==> config.mk <==
export PLATFORM = sky130hd
export DESIGN_NAME = pipeline_hazard_ctrl
export DESIGN_NICKNAME = d
export VERILOG_FILES = /design/src/rtl/pipeline_hazard_ctrl.sv
export SDC_FILE = /design/constraint.sdc
export NUM_CORES = 1
export LEC_CHECK = 0
export CAP_MARGIN = 20
export CORE_ASPECT_RATIO = 1.5
export CORE_MARGIN = 5
export CORE_UTILIZATION = 45
export CTS_CLUSTER_SIZE = 8
export DETAILED_ROUTE_END_ITERATION = 16
export PLACE_DENSITY = 0.81
export SYNTH_ARGS = -nofsm -noshare
export SYNTH_HDL_FRONTEND = slang
export SYNTH_SLANG_ARGS = --single-unit
==> constraint.sdc <==
create_clock -name clk -period 2.74 [get_ports clk]
set_input_delay 0.548 -clock clk [delete_from_list [all_inputs] [get_ports clk]]
set_output_delay 0.548 -clock clk [all_outputs]
set_load 0.01 [all_outputs]
==> src/rtl/pipeline_hazard_ctrl.sv <==
// Hazard and stall sequencer for the five-stage MIPS pipeline: load-use bubbles,
// taken-branch squash, memory-wait freeze, plus saturating stall/flush counters.
module pipeline_hazard_ctrl #(
  parameter int unsigned LU_STALL_CYCLES = 1,
  parameter int unsigned MEM_TIMEOUT     = 255
) (
  input  logic        clk,
  input  logic        rst,
  input  logic [4:0]  id_rs,
  input  logic [4:0]  id_rt,
  input  logic        id_uses_rt,
  input  logic [4:0]  ex_rt,
  input  logic        ex_memtoreg,
  input  logic        ex_regwrite,
  input  logic        ex_branch_taken,
  input  logic        mem_req,
  input  logic        mem_ready,
  output logic        pc_en,
  output logic        ifid_en,
  output logic        ifid_flush,
  output logic        idex_en,
  output logic        idex_flush,
  output logic        exmem_en,
  output logic [15:0] stall_cnt,
  output logic [15:0] flush_cnt,
  output logic        mem_err
);

  typedef enum logic [1:0] {StRun, StLuStall, StMemWait} state_e;

  localparam logic [1:0] LuLast    = 2'(LU_STALL_CYCLES);
  localparam logic [7:0] WaitLimit = 8'(MEM_TIMEOUT);

  state_e      state_q, state_d;
  logic [1:0]  lu_cnt_q, lu_cnt_d;
  logic [7:0]  wait_cnt_q, wait_cnt_d;
  logic [15:0] stall_cnt_q, flush_cnt_q;
  logic        mem_err_q, mem_err_d;
  logic        freeze, lu_hit, flush_inc, stall_inc;

  assign freeze = mem_req & ~mem_ready;
  assign lu_hit = ex_memtoreg & ex_regwrite & (ex_rt != 5'd0) &
                  ((ex_rt == id_rs) | (id_uses_rt & (ex_rt == id_rt)));

  always_comb begin
    pc_en      = 1'b1;
    ifid_en    = 1'b1;
    ifid_flush = 1'b0;
    idex_en    = 1'b1;
    idex_flush = 1'b0;
    exmem_en   = 1'b1;
    state_d    = state_q;
    lu_cnt_d   = lu_cnt_q;
    wait_cnt_d = wait_cnt_q;
    mem_err_d  = mem_err_q;
    flush_inc  = 1'b0;

    if (rst) begin
      pc_en      = 1'b0;
      ifid_en    = 1'b0;
      ifid_flush = 1'b1;
      idex_en    = 1'b0;
      idex_flush = 1'b1;
      exmem_en   = 1'b0;
    end else if (freeze) begin
      // Whole pipeline holds; lu_cnt is kept, load-use is re-judged on release.
      pc_en      = 1'b0;
      ifid_en    = 1'b0;
      idex_en    = 1'b0;
      exmem_en   = 1'b0;
      state_d    = StMemWait;
      wait_cnt_d = (wait_cnt_q == 8'hFF) ? 8'hFF : wait_cnt_q + 8'd1;
      if (wait_cnt_d >= WaitLimit) begin
        mem_err_d = 1'b1;
      end
    end else begin
      wait_cnt_d = 8'd0;
      if (ex_branch_taken) begin
        ifid_flush = 1'b1;
        idex_flush = 1'b1;
        flush_inc  = 1'b1;
        state_d    = StRun;
        lu_cnt_d   = 2'd0;
      end else if (state_q == StLuStall) begin
        pc_en      = 1'b0;
        ifid_en    = 1'b0;
        idex_flush = 1'b1;
        if (lu_cnt_q + 2'd1 == LuLast) begin
          state_d  = StRun;
          lu_cnt_d = 2'd0;
        end else begin
          lu_cnt_d = lu_cnt_q + 2'd1;
        end
      end else if (lu_hit) begin
        pc_en      = 1'b0;
        ifid_en    = 1'b0;
        idex_flush = 1'b1;
        if (LuLast == 2'd1) begin
          state_d  = StRun;
          lu_cnt_d = 2'd0;
        end else begin
          state_d  = StLuStall;
          lu_cnt_d = 2'd1;
        end
      end else begin
        state_d  = StRun;
        lu_cnt_d = 2'd0;
      end
    end
  end

  assign stall_inc = ~rst & ~pc_en;

  always_ff @(posedge clk) begin
    if (rst) begin
      state_q     <= StRun;
      lu_cnt_q    <= 2'd0;
      wait_cnt_q  <= 8'd0;
      stall_cnt_q <= 16'd0;
      flush_cnt_q <= 16'd0;
      mem_err_q   <= 1'b0;
    end else begin
      state_q    <= state_d;
      lu_cnt_q   <= lu_cnt_d;
      wait_cnt_q <= wait_cnt_d;
      mem_err_q  <= mem_err_d;
      if (stall_inc && (stall_cnt_q != 16'hFFFF)) begin
        stall_cnt_q <= stall_cnt_q + 16'd1;
      end
      if (flush_inc && (flush_cnt_q != 16'hFFFF)) begin
        flush_cnt_q <= flush_cnt_q + 16'd1;
      end
    end
  end

  assign stall_cnt = stall_cnt_q;
  assign flush_cnt = flush_cnt_q;
  assign mem_err   = mem_err_q;

endmodule

Word level (Yosys, flattened, before mapping)

Cells that the tools add are included.

Register bits after elaboration: 41
Input bits: 23
Output and inout bits: 39
Word-level logic and storage cells: 44

$add $sub $neg: 3
$lt $le $gt $ge: 1
Equal/unequal tests: 5
Mux-type cells: 15
Bitwise operators: 11
Reduce and logical (&&, ||, !) cells: 5

Operator list:

| cell                    | number |
|---|---|
| $add A16 B1 Y16 const B | 2 |
| $ne A16 B16 Y1 const B  | 2 |
| $mux W1                 | 14 |
| $eq A5 B5 Y1            | 2 |
| $add A8 B1 Y8 const B   | 1 |
| $eq A8 B8 Y1 const B    | 1 |
| $ge A8 B8 Y1 const B    | 1 |
| $mux W8                 | 1 |
| $and A1 B1 Y1           | 6 |
| $reduce_bool A5 Y1      | 1 |
| $not A1 Y1              | 4 |
| $logic_and A1 B1 Y1     | 2 |
| $reduce_and A2 Y1       | 1 |
| $reduce_or A2 Y1        | 1 |
| $or A1 B1 Y1            | 1 |

Longest topological paths before layout

Depth after elaboration: 11
Mapped depth: 8

Worst setup path after synthesis

No wires, ideal clock.

Path type: input -> output
Start point: in ex_rt[0]
End point: out pc_en
Arrival time: 1.627 ns
Data required time: 2.192 ns
Setup slack: 0.565 ns
Stages on the path: 5
Path buffers: 1
Path through: or3_1 -> o311a_1 -> nand2_1 -> o21a_1 -> buf_4

Word-level cells in the longest chain between the ends: 8
Elaborated cells between the ends (all ways): 11

RTL lines:

| element                   | RTL line | text |
|---|---|---|
| from (decl)               | 12       | `input logic [4:0] ex_rt,` |
| $eq A5 B5 Y1              | 43       | `((ex_rt == id_rs) \| (id_uses_rt & (ex_rt == id_rt)));` |
| $and A1 B1 Y1             | 43       |  |
| $or A1 B1 Y1              | 43       |  |
| $and A1 B1 Y1 (*)         | 42       | `assign lu_hit = ex_memtoreg & ex_regwrite & (ex_rt != 5'd0) &` |
| $mux W1 (*) (4 in series) | n/a      |  |
| to (decl)                 | 18       | `output logic pc_en,` |

Mark *: on every way between the ends. The rest lies on a longest branch, timed or not.

Worst setup path after layout

Start point: in ex_rt[0]
End point: out ifid_en

Word-level cells in the longest chain between the ends: 8
Elaborated cells between the ends (all ways): 11

RTL lines:

| element           | RTL line | text |
|---|---|---|
| $eq A5 B5 Y1      | 43       |  |
| $and A1 B1 Y1     | 43       |  |
| $or A1 B1 Y1      | 43       |  |
| $and A1 B1 Y1 (*) | 42       |  |
| $mux W1 (*)       | 94       | `end else if (lu_hit) begin` |
| $mux W1 (*)       | 78       | `if (ex_branch_taken) begin` |
| $mux W1 (*)       | 65       | `end else if (freeze) begin` |
| $mux W1 (*)       | 58       | `if (rst) begin` |
| to (decl)         | 19       | `output logic ifid_en,` |

Marks and branches as above.

==> results.yml <==
detailed_routing:
  postRouteAntennaNets: 0
  first_iter_violations: 50
  remaining_drc_errors: 0
  vias_per_cell: 5.37
  dr.pass1.iters: 4
  vias: 2126
  wire_per_inst_um: 13.2
  totalWireLength_um: 5230
power:
  total_power_mw: 1.13
  switching_share: 0.230
  p_sw_uw: 260
  powerDensity_mw_per_mm2: 381
  pwr-share-seq: 0.533
  leakagePower_nw: 0.976
  comb_power_share: 0.111
  intPower_uw: 869
  vdd_drop_max_uv: 334
  p_clk_frac: 0.356
timing:
  rsz0062_at_grt: "no"
  setup_slack_ns: 0.123
  finClkSkew_ns: 0.00323
  finalCritPeriodShare: 0.955
  fin_hold_ws_ns: 0.447
  max_slew_margin: 0.611
  period_needed_ns: 2.62
  fin_setup_tns_ns: 0
  fmax_ghz: 0.382
  setup_violations: 0
  worstMarginPinSlew_ns: 0.584
  hold_viol: 0
  drv_slew: 0
global_route:
  grt_max_degree: 37
  grt_usage: 0.176
  grt_pass1_wl_um: 8880
  grt_pass1_vias: 2093
  antenna_found_initial: 0
  grt_overflow_total: 0
clock_tree:
  clock_latency_ns: 0.28
  post_cts_buffers: 0
  hold_buffers: 0
  clkSinkCount: 41
  cts_made_buffers: 5
  cts_htree_levels: 2
  cts_root_buf: "clkbuf_8"
  clk_pin_slew_ns: 0.08
  cts_buffer_depth: 2
  tritoncts: "done"
logic_synthesis:
  synth.top_cell.area_share: 0.380
  yosysWarnings: 0
  netlist_area_mm2: 0.00216
  avgSynthCellArea_um2: 8.27
  synth-edff-count: 0
  ys_seq_area_frac: 0.380
  synth_area_leaders: "dfxtp_1, xnor2_1, a21oi_1"
  synth_fp_nets: 287
  synthDistinctLibCells: 42
  syn_inst: 261
  ys_async_sr_fraction: 0
  yosys.area.top_type: "dfxtp_1"
  ys_ff_latch: 41
  synthFlopType: "dfxtp_1"
floorplanning:
  chipHeight_um: 94.8
  ioPinCount: 62
  die_w_um: 66.5
  die-area_mm2: 0.00631
  rows: 31
  initial_core_util: 0.456
  coreArea_mm2: 0.00473
setup_path:
  critPathKind: "in -> out"
  r2r_slack_ns: 0.57
  end_kind: "output pin"
  reg2reg_to: "mem_err$_SDFFE_PP0P_"
  cp_max_fo: 3
  cp.required_ns: 2.19
  worst_path_max_delay_cell: "clkdlybuf4s50_1"
  cp-endpoint: "ifid_en"
  critical-path-max-stage-delay_ns: 0.45
  crit_path_cell_trace: "clkdlybuf4s50_1 -> or3_1 -> o311a_1 -> nand2_1 -> o21a_1 -> clkbuf_2"
  arrival_ns: 2.07
  start_kind: "input port"
  crit_start: "ex_rt[0]"
  r2r_start: "wait_cnt_q[0]$_SDFF_PP0_"
  r2r_cells: 7
layout:
  final_nets: 356
  final_common_cell: "clkdlybuf4s50_1"
  antennaDiodeCount: 0
  layout-drive-gt1-share: 0.0788
  final_cell_mix: "clkdlybuf4s50_1, dfxtp_1, a21oi_1, nor2_1, nand2_1"
  areaGrowthSynthToFinish_pct: 37.3
  fin_util: 0.626
worst_hold_path:
  holdPathStages: 2
  hp-class: "reg -> reg"
job:
  maxCapViolCount: 0
run_status:
  status: "finished clean"
placed_design:
  dp_hpwl_um: 3950
  port_buffers: 61
  gp_congestion: 0.783
  place_ws_ns: -0.290
[synthesized netlist by cell type (all sizes together) (3+ instances only)]
library cell  instances
dfxtp                41
a21oi                29
nor2                 20
o21ai                20
nand2                19
or3                  17
nand3                16
xnor2                16
inv                   9
xor2                  6
and4                  5
buf                   5
clkbuf                5
nand4                 5
nor3                  5
o31ai                 5
or4                   5
a211oi                3
and3                  3
ha                    3
mux2i                 3
nor2b                 3
o311a                 3
[through the flow]
stage,cell area (µm²),cells
after global routing,2960,396
after CTS,2970,396
after floorplan,2160,261
final,2960,396
after global placement,2880,389
after detailed placement,2880,389
[routing by layer]
metal  GRT usage  share of wire  up-vias
met1       0.185           0.41      979
li1            -              -     1082
met3      0.0393          0.056        9
met2       0.330           0.51       56
met4      0.0644          0.017        0
met5           0              0        -
[kinds of logic (layout without fill, tap and decap cells)]
group | Yosys count | after routing | synth area share
xor gates and xnor gates | 22 | 22 | 0.0893
buffers and inverters | 19 | 88 | 0.0458
and+or+nand+nor | 104 | 104 | 0.263
muxes | 3 | 3 | 0.0139
AOI/OAI and AO/OA | 69 | 69 | 0.191
DFF | 41 | 41 | 0.380
adders and majority gates | 3 | 3 | 0.0174
[power by group through the flow]
stage	Sequential [mW]	Combinational, mW	Clock (mW)
after global routing	0.603	0.137	0.442
after global placement	0.616	0.125	0
after floorplan	0.617	0.0566	0
final	0.602	0.125	0.402
after CTS	0.602	0.125	0.417
after detailed placement	0.616	0.127	0
[what timing repair did]
action                                  in CTS  in global routing
endpoints found under the setup margin       3                  3
cloned                                       0                  0
pin swaps                                    0                  2
gates resized for setup                      3                  8
[how the worst min path moves through the flow]
stage / from / endpoint / slack, ns
3_5_place_dp: mem_err$_SDFFE_PP0P_ / mem_err$_SDFFE_PP0P_ / 0.44
4_1_cts: mem_err$_SDFFE_PP0P_ / mem_err$_SDFFE_PP0P_ / 0.45
3_3_place_gp: mem_err$_SDFFE_PP0P_ / mem_err$_SDFFE_PP0P_ / 0.44
6_report: mem_err$_SDFFE_PP0P_ / mem_err$_SDFFE_PP0P_ / 0.45
2_1_floorplan: wait_cnt_q[0]$_SDFF_PP0_ / wait_cnt_q[0]$_SDFF_PP0_ / 0.46
5_1_grt: mem_err$_SDFFE_PP0P_ / mem_err$_SDFFE_PP0P_ / 0.50
[state kept, by name, indices dropped and copies added, names as in the netlist]
register / count
wait_cnt_q: 8
flush_cnt: 16
mem_err: 1
stall_cnt: 16
[worst max-delay path: cells and delay by family]
kind	cells	cell delay [ns]
compound gates	2	0.45
simple gates	2	0.48
buf+inv	2	0.58
[cell type report]
class | instances | area, µm²
multi-input cells | 201 | 1240
well taps | 66 | 82.6
repair buffers | 72 | 691
clock inverters | 1 | 7.51
fillers | 444 | 1770
flip-flops and latches | 41 | 821
inverters | 9 | 33.8
clock buffers | 6 | 82.6
Power figures use the tool's default switching activity.
